[config.mk]
export PLATFORM = sky130hd
export DESIGN_NAME = m_cluster_mem_resp_flat
export DESIGN_NICKNAME = d
export VERILOG_FILES = /design/src/rtl/m_cluster_mem_resp_if.sv /design/src/rtl/m_cluster_mem_resp.sv /design/src/flat_wrapper.sv
export SDC_FILE = /design/constraint.sdc
export NUM_CORES = 1
export LEC_CHECK = 0
export CAP_MARGIN = 20
export CORE_AREA = 4 4 207 209
export CTS_CLUSTER_SIZE = 25
export DETAILED_ROUTE_END_ITERATION = 12
export DIE_AREA = 0 0 211 213
export PLACE_DENSITY = 0.7
export RECOVER_POWER = 100
export SYNTH_ARGS = -nofsm -noshare
export SYNTH_HDL_FRONTEND = slang
export SYNTH_SLANG_ARGS = --single-unit
[constraint.sdc]
create_clock -name CLK -period 13.25 [get_ports CLK]
set_input_delay 2.65 -clock CLK [delete_from_list [all_inputs] [get_ports CLK]]
set_output_delay 2.65 -clock CLK [all_outputs]
set_load 0.05 [all_outputs]
[src/rtl/m_cluster_mem_resp_if.sv]
// Requester-side and backend-side signals of the cluster memory response unit.
// The unit itself uses the slave view; the requester/memory environment uses the master view.
interface m_cluster_mem_resp_if;
  logic         w_re;
  logic         w_we;
  logic [31:0]  w_addr;
  logic [2:0]   w_mem_ctrl;
  logic [31:0]  w_wdata;
  logic         w_busy;
  logic         w_done;
  logic         w_err;
  logic [127:0] w_rdata;
  logic [31:0]  w_rdata32;
  logic         o_mem_req;
  logic         o_mem_we;
  logic [27:0]  o_mem_addr;
  logic [127:0] o_mem_wdata;
  logic [15:0]  o_mem_wstrb;
  logic         i_mem_ack;
  logic [127:0] i_mem_rdata;

  modport slave (
    input  w_re, w_we, w_addr, w_mem_ctrl, w_wdata, i_mem_ack, i_mem_rdata,
    output w_busy, w_done, w_err, w_rdata, w_rdata32,
    output o_mem_req, o_mem_we, o_mem_addr, o_mem_wdata, o_mem_wstrb
  );

  modport master (
    output w_re, w_we, w_addr, w_mem_ctrl, w_wdata, i_mem_ack, i_mem_rdata,
    input  w_busy, w_done, w_err, w_rdata, w_rdata32,
    input  o_mem_req, o_mem_we, o_mem_addr, o_mem_wdata, o_mem_wstrb
  );
endinterface

[src/rtl/m_cluster_mem_resp.sv]
// Turns a single byte/half/word load-store request into one 128-bit line access
// with alignment check, ack timeout and a one-cycle completion pulse.
//
// state | meaning
// IDLE  | waiting for w_re/w_we, request latched on acceptance
// CHECK | alignment check, misaligned access completes with error
// REQ   | backend request held until ack or timeout
// DONE  | w_done pulse, results held
module m_cluster_mem_resp #(
  parameter int unsigned TIMEOUT = 255
) (
  input logic               CLK,
  input logic               RST,
  m_cluster_mem_resp_if.slave bus
);

  typedef enum logic [1:0] {IDLE, CHECK, REQ, DONE} state_t;

  localparam logic [15:0] TMO_LAST = 16'(TIMEOUT - 1);

  state_t       state_q, state_d;
  logic [31:0]  addr_q, addr_d;
  logic [2:0]   ctrl_q, ctrl_d;
  logic [31:0]  wdata_q, wdata_d;
  logic         we_q, we_d;
  logic [15:0]  cnt_q, cnt_d;
  logic         mem_req_q, mem_req_d;
  logic         mem_we_q, mem_we_d;
  logic [27:0]  mem_addr_q, mem_addr_d;
  logic [127:0] mem_wdata_q, mem_wdata_d;
  logic [15:0]  mem_wstrb_q, mem_wstrb_d;
  logic         done_q, done_d;
  logic         err_q, err_d;
  logic [127:0] rdata_q, rdata_d;
  logic [1:0]   rsel_q, rsel_d;

  logic         busy;
  logic         req_in;
  logic         misaligned;
  logic [127:0] line_wdata;
  logic [15:0]  line_wstrb;

  assign req_in = bus.w_re | bus.w_we;

  // Store data is replicated across the line; the strobe selects the target lanes.
  always_comb begin
    line_wdata = '0;
    line_wstrb = '0;
    misaligned = 1'b0;
    case (ctrl_q)
      3'b000, 3'b100: begin
        line_wdata = {16{wdata_q[7:0]}};
        line_wstrb = 16'h0001 << addr_q[3:0];
      end
      3'b001, 3'b101: begin
        line_wdata = {8{wdata_q[15:0]}};
        line_wstrb = 16'h0003 << {addr_q[3:1], 1'b0};
        misaligned = addr_q[0];
      end
      default: begin
        line_wdata = {4{wdata_q}};
        line_wstrb = 16'h000F << {addr_q[3:2], 2'b00};
        misaligned = |addr_q[1:0];
      end
    endcase
  end

  always_comb begin
    state_d     = state_q;
    addr_d      = addr_q;
    ctrl_d      = ctrl_q;
    wdata_d     = wdata_q;
    we_d        = we_q;
    cnt_d       = cnt_q;
    mem_req_d   = mem_req_q;
    mem_we_d    = mem_we_q;
    mem_addr_d  = mem_addr_q;
    mem_wdata_d = mem_wdata_q;
    mem_wstrb_d = mem_wstrb_q;
    done_d      = 1'b0;
    err_d       = err_q;
    rdata_d     = rdata_q;
    rsel_d      = rsel_q;
    busy        = 1'b0;

    case (state_q)
      IDLE: begin
        if (req_in) begin
          busy    = 1'b1;
          state_d = CHECK;
          addr_d  = bus.w_addr;
          ctrl_d  = bus.w_mem_ctrl;
          wdata_d = bus.w_wdata;
          we_d    = bus.w_we;
        end
      end
      CHECK: begin
        busy = 1'b1;
        if (misaligned) begin
          state_d = DONE;
          done_d  = 1'b1;
          err_d   = 1'b1;
          rsel_d  = addr_q[3:2];
        end else begin
          state_d     = REQ;
          cnt_d       = '0;
          mem_req_d   = 1'b1;
          mem_we_d    = we_q;
          mem_addr_d  = addr_q[31:4];
          mem_wdata_d = we_q ? line_wdata : '0;
          mem_wstrb_d = we_q ? line_wstrb : '0;
        end
      end
      REQ: begin
        busy = 1'b1;
        // An ack in the final allowed cycle still completes successfully.
        if (bus.i_mem_ack) begin
          state_d   = DONE;
          mem_req_d = 1'b0;
          done_d    = 1'b1;
          err_d     = 1'b0;
          rsel_d    = addr_q[3:2];
          if (!we_q) begin
            rdata_d = bus.i_mem_rdata;
          end
        end else if (cnt_q == TMO_LAST) begin
          state_d   = DONE;
          mem_req_d = 1'b0;
          done_d    = 1'b1;
          err_d     = 1'b1;
          rdata_d   = '1;
          rsel_d    = addr_q[3:2];
        end else begin
          cnt_d = cnt_q + 16'd1;
        end
      end
      DONE: begin
        state_d = IDLE;
      end
      default: begin
        state_d = IDLE;
      end
    endcase
  end

  always_ff @(posedge CLK or posedge RST) begin
    if (RST) begin
      state_q     <= IDLE;
      addr_q      <= '0;
      ctrl_q      <= '0;
      wdata_q     <= '0;
      we_q        <= 1'b0;
      cnt_q       <= '0;
      mem_req_q   <= 1'b0;
      mem_we_q    <= 1'b0;
      mem_addr_q  <= '0;
      mem_wdata_q <= '0;
      mem_wstrb_q <= '0;
      done_q      <= 1'b0;
      err_q       <= 1'b0;
      rdata_q     <= '0;
      rsel_q      <= '0;
    end else begin
      state_q     <= state_d;
      addr_q      <= addr_d;
      ctrl_q      <= ctrl_d;
      wdata_q     <= wdata_d;
      we_q        <= we_d;
      cnt_q       <= cnt_d;
      mem_req_q   <= mem_req_d;
      mem_we_q    <= mem_we_d;
      mem_addr_q  <= mem_addr_d;
      mem_wdata_q <= mem_wdata_d;
      mem_wstrb_q <= mem_wstrb_d;
      done_q      <= done_d;
      err_q       <= err_d;
      rdata_q     <= rdata_d;
      rsel_q      <= rsel_d;
    end
  end

  assign bus.w_busy      = busy;
  assign bus.w_done      = done_q;
  assign bus.w_err       = err_q;
  assign bus.w_rdata     = rdata_q;
  assign bus.w_rdata32   = rdata_q[{rsel_q, 5'd0} +: 32];
  assign bus.o_mem_req   = mem_req_q;
  assign bus.o_mem_we    = mem_we_q;
  assign bus.o_mem_addr  = mem_addr_q;
  assign bus.o_mem_wdata = mem_wdata_q;
  assign bus.o_mem_wstrb = mem_wstrb_q;

endmodule

[src/flat_wrapper.sv]
// flat-port wrapper written by rule: the top's interface ports become plain ports
module m_cluster_mem_resp_flat 
#(
  parameter int unsigned TIMEOUT = 255
)
  (CLK, RST, bus_w_re, bus_w_we, bus_w_addr, bus_w_mem_ctrl, bus_w_wdata, bus_i_mem_ack, bus_i_mem_rdata, bus_w_busy, bus_w_done, bus_w_err, bus_w_rdata, bus_w_rdata32, bus_o_mem_req, bus_o_mem_we, bus_o_mem_addr, bus_o_mem_wdata, bus_o_mem_wstrb);
  m_cluster_mem_resp_if bus_i ();
  input logic CLK;
  input logic RST;
  input wire logic [$bits(bus_i.w_re)-1:0] bus_w_re;
  input wire logic [$bits(bus_i.w_we)-1:0] bus_w_we;
  input wire logic [$bits(bus_i.w_addr)-1:0] bus_w_addr;
  input wire logic [$bits(bus_i.w_mem_ctrl)-1:0] bus_w_mem_ctrl;
  input wire logic [$bits(bus_i.w_wdata)-1:0] bus_w_wdata;
  input wire logic [$bits(bus_i.i_mem_ack)-1:0] bus_i_mem_ack;
  input wire logic [$bits(bus_i.i_mem_rdata)-1:0] bus_i_mem_rdata;
  output wire logic [$bits(bus_i.w_busy)-1:0] bus_w_busy;
  output wire logic [$bits(bus_i.w_done)-1:0] bus_w_done;
  output wire logic [$bits(bus_i.w_err)-1:0] bus_w_err;
  output wire logic [$bits(bus_i.w_rdata)-1:0] bus_w_rdata;
  output wire logic [$bits(bus_i.w_rdata32)-1:0] bus_w_rdata32;
  output wire logic [$bits(bus_i.o_mem_req)-1:0] bus_o_mem_req;
  output wire logic [$bits(bus_i.o_mem_we)-1:0] bus_o_mem_we;
  output wire logic [$bits(bus_i.o_mem_addr)-1:0] bus_o_mem_addr;
  output wire logic [$bits(bus_i.o_mem_wdata)-1:0] bus_o_mem_wdata;
  output wire logic [$bits(bus_i.o_mem_wstrb)-1:0] bus_o_mem_wstrb;
  assign bus_i.w_re = bus_w_re;
  assign bus_i.w_we = bus_w_we;
  assign bus_i.w_addr = bus_w_addr;
  assign bus_i.w_mem_ctrl = bus_w_mem_ctrl;
  assign bus_i.w_wdata = bus_w_wdata;
  assign bus_i.i_mem_ack = bus_i_mem_ack;
  assign bus_i.i_mem_rdata = bus_i_mem_rdata;
  assign bus_w_busy = bus_i.w_busy;
  assign bus_w_done = bus_i.w_done;
  assign bus_w_err = bus_i.w_err;
  assign bus_w_rdata = bus_i.w_rdata;
  assign bus_w_rdata32 = bus_i.w_rdata32;
  assign bus_o_mem_req = bus_i.o_mem_req;
  assign bus_o_mem_we = bus_i.o_mem_we;
  assign bus_o_mem_addr = bus_i.o_mem_addr;
  assign bus_o_mem_wdata = bus_i.o_mem_wdata;
  assign bus_o_mem_wstrb = bus_i.o_mem_wstrb;
  m_cluster_mem_resp #(.TIMEOUT(TIMEOUT)) u_core (.CLK(CLK), .RST(RST), .bus(bus_i));
endmodule
==> impl_metrics.json <==
{
  "crit_chain": "dlygate4sd3_1, inv_1, mux2_1, nor2_1, clkbuf_1, o22a_1",
  "overflow": 0,
  "final.setup_skew_ns": 0.0140,
  "worst_path_max_delay_cell": "clkbuf_1",
  "nFillCells": 3671,
  "antenna_found_initial": 6,
  "final-setup-viol-count": 0,
  "fin_util_pct": 47.7,
  "ys_top_cells_by_area": "dfrtp_1 56%, mux2_2 9.4%, o22a_1 8.5%, buf_4 5.5%, mux4_2 5.4%",
  "first_iter_violations": 644,
  "track_usage_pct": 19.6,
  "cp.arrival_ns": 9.21,
  "die_w_um": 211,
  "crit_buf_inv": 3,
  "worstSkewPairLatency_ns": 0.54,
  "syn_area_mm2": 0.0132,
  "crit_family": "buffers and inverters",
  "viasPerCell": 5.06,
  "yosys_warnings": 0,
  "grt_max_degree": 168,
  "place.gp.congestion": 0.869,
  "finalMaxSlewViolations": 492,
  "synth_edf_count": 0,
  "syn-num-nets": 1238,
  "h-tree-depth": 2,
  "tritoncts": "yes",
  "worstPathMaxFanout": 96,
  "areaGrowthSynthToFinish_pct": 47.0,
  "fin_crit_sh_pct": 66.0,
  "drcViolationCount": 0,
  "grt_pass1_vias": 10800,
  "tightestPinTransition_ns": 5.79,
  "io_buffers": 535,
  "synth.avg_cell_area_um2": 12.8,
  "coreArea_mm2": 0.0408,
  "synth.distinct_cells": 51,
  "nets": 1654,
  "finalHoldViolCount": 0,
  "hpwl_mm": 33.0,
  "crit_path_end_kind": "register",
  "max_slew_margin_pct": -286,
  "synthArstFlopShare_pct": 100,
  "start_util_pct": 32.4,
  "grt_pass1_wl_mm": 67.9,
  "clk_pin_slew_ns": 0.06,
  "grt_setup_unrepaired": "no",
  "post-route-min-period_ns": 8.74,
  "cts_max_path_buffers": 3,
  "std_cell_rows": 74,
  "cp_slowest_stage_delay_ns": 3.14,
  "wl_per_cell_um": 22.7,
  "crit_required_ns": 13.72,
  "post-cts-setup-buffers": 0,
  "setup_tns_ns": 0,
  "ys_ff_latch": 295,
  "clock_sinks": 295,
  "fp.dieH_um": 213,
  "failed_checks": "capacitance limit, slew limit",
  "synth_top_area_share_pct": 55.7,
  "synth-main-ff-cell": "dfrtp_1",
  "yosysSeqAreaShare_pct": 55.7,
  "cts-resized-gates": 0,
  "fmax_ghz": 0.114,
  "routed_wl_mm": 45.6,
  "synth_top_area_cell": "dfrtp_1",
  "start_kind": "primary input",
  "firstDrtPassIters": 5,
  "die_area_mm2": 0.0449,
  "cts-root-buf": "clkbuf_16",
  "numCtsBuffers": 36,
  "cts-hold-fix-buffers": 0,
  "critical_path_class": "primary input to register",
  "holdCritPathClass": "register to register",
  "num_vias": 10200,
  "status": "complete, but fails checks",
  "drive_above_1_share_pct": 14.8,
  "drv_cap": 7,
  "ioPinCount": 537,
  "syn_inst": 1031,
  "ant_nets": 0
}
state kept, by name, summed over array words and instances (netlist names), 2 cells and up:
name                    count
u_core.wdata_q             32
u_core.bus.o_mem_wdata     32
u_core.rsel_q               2
u_core.ctrl_q               2
u_core.cnt_q               16
u_core.addr_q              32
u_core.state_q              2
u_core.bus.o_mem_addr      28
u_core.bus.o_mem_wstrb     16
u_core.bus.w_rdata        128
final timing paths:
check,end,slack (ns),cells after the start,startpoint
worst max-delay path,u_core.bus.w_rdata[73]$_DFFE_PP0P_,4.51,6,bus_i_mem_ack
worst min-delay path,u_core.bus.o_mem_wstrb[2]$_DFFE_PP0P_,0.47,2,u_core.bus.o_mem_wstrb[2]$_DFFE_PP0P_
worst max register to register,u_core.bus.w_rdata[73]$_DFFE_PP0P_,6.31,8,u_core.cnt_q[0]$_DFFE_PP0P_
worst min register to register,u_core.bus.o_mem_wstrb[2]$_DFFE_PP0P_,0.47,2,u_core.bus.o_mem_wstrb[2]$_DFFE_PP0P_
max in group asynchronous,u_core.bus.w_rdata[93]$_DFFE_PP0P_,6.27,2,RST
min in group asynchronous,u_core.bus.w_rdata[81]$_DFFE_PP0P_,4.31,2,RST
routing by layer:
layer / part of all wire, % / vias up / GRT usage (%)
met1: 39 / 5146 / 23.7
met3: 8.9 / 67 / 6.99
met4: 2.6 / 4 / 6.15
met2: 49 / 438 / 33.1
li1: - / 4522 / -
met5: 0.075 / - / 0
cells by family (layout without fill, tap and decap cells):
| logic type | Yosys count | after routing | share of synthesized area, % |
|---|---|---|---|
| flip-flops | 295 | 295 | 55.7 |
| AO/OA/AOI/OAI | 237 | 237 | 13.5 |
| buffers and inverters | 176 | 619 | 8.53 |
| AND/OR/NAND/NOR | 162 | 162 | 5.81 |
| multiplexers | 154 | 154 | 15.8 |
| adder cells (fa/ha/maj) | 7 | 7 | 0.661 |
| other | 0 | 4 | 0 |
per-stage QoR:
step | setup WS (ns) | hold slack, ns | cells | cell area, um^2
floorplan | 2.45 | 0.474 | 1031 | 13200
global placement | 6.30 | 0.462 | 1941 | 18300
detailed placement | 6.30 | 0.470 | 1941 | 18300
CTS | 6.30 | 0.484 | 2006 | 19500
global route | 3.96 | 0.496 | 2008 | 19500
finish | 4.51 | 0.472 | 2010 | 19500
cells in the mapped netlist, types with 2 or more instances:
master	number
a31oi_1	3
buf_1	6
or3_1	3
o31ai_1	24
nand3b_1	2
nand2_1	104
mux2i_1	8
o22a_1	129
a21oi_1	10
and4_1	2
dfrtp_1	295
clkbuf_1	43
o21ai_0	46
o21ai_1	10
or2_2	2
mux2_2	111
o211ai_1	3
mux4_2	32
nor3_1	3
buf_4	97
o41ai_1	2
and2_1	3
ha_1	7
mux2_1	2
nand2b_1	3
buf_2	6
nor2_1	9
inv_1	11
nand3_1	17
nand4_1	3
and3_1	2
buf_6	13
a221o_1	2
cell usage in the layout (no fill, tap or decap), types with 4 or more instances in the layout:
| master | netlist | final |
|---|---|---|
| ha_1 | 7 | 7 |
| dlygate4sd3_1 | 0 | 339 |
| a21oi_1 | 10 | 10 |
| o21ai_0 | 46 | 48 |
| diode_2 | 0 | 4 |
| clkbuf_1 | 43 | 8 |
| mux2_2 | 111 | 111 |
| dfrtp_1 | 295 | 293 |
| o31ai_1 | 24 | 24 |
| clkdlybuf4s50_1 | 0 | 196 |
| nand2_1 | 104 | 104 |
| o22a_1 | 129 | 129 |
| nand3_1 | 17 | 17 |
| clkbuf_8 | 0 | 7 |
| mux4_2 | 32 | 32 |
| clkinv_2 | 0 | 8 |
| inv_1 | 11 | 10 |
| clkbuf_16 | 0 | 37 |
| mux2i_1 | 8 | 8 |
| o21ai_1 | 10 | 8 |
| nor2_1 | 9 | 10 |
worst register-to-register path, stage by stage, from the launching register on:
cell	delay, ns
dfrtp_1	0.42
inv_1	0.08
ha_1	0.18
nor4b_4	0.26
nand4_4	0.20
mux2_1	0.34
nor2_1	1.66
clkbuf_1	3.14
o22a_1	0.59
area by class of cell:
cell class	count	area, um^2	share of cell area [%]
flip-flops and latches	295	7380	37.9
repair buffers	543	5410	27.8
multi-input cells	560	4730	24.3
clock buffers	48	1040	5.33
well taps	532	666	3.42
clock inverters	17	180	0.926
inverters	11	42.5	0.219
diodes	4	10.0	0.0514
Power is not shown: default switching activity piles up to over one toggle a cycle in this logic, so the estimate is an artifact.
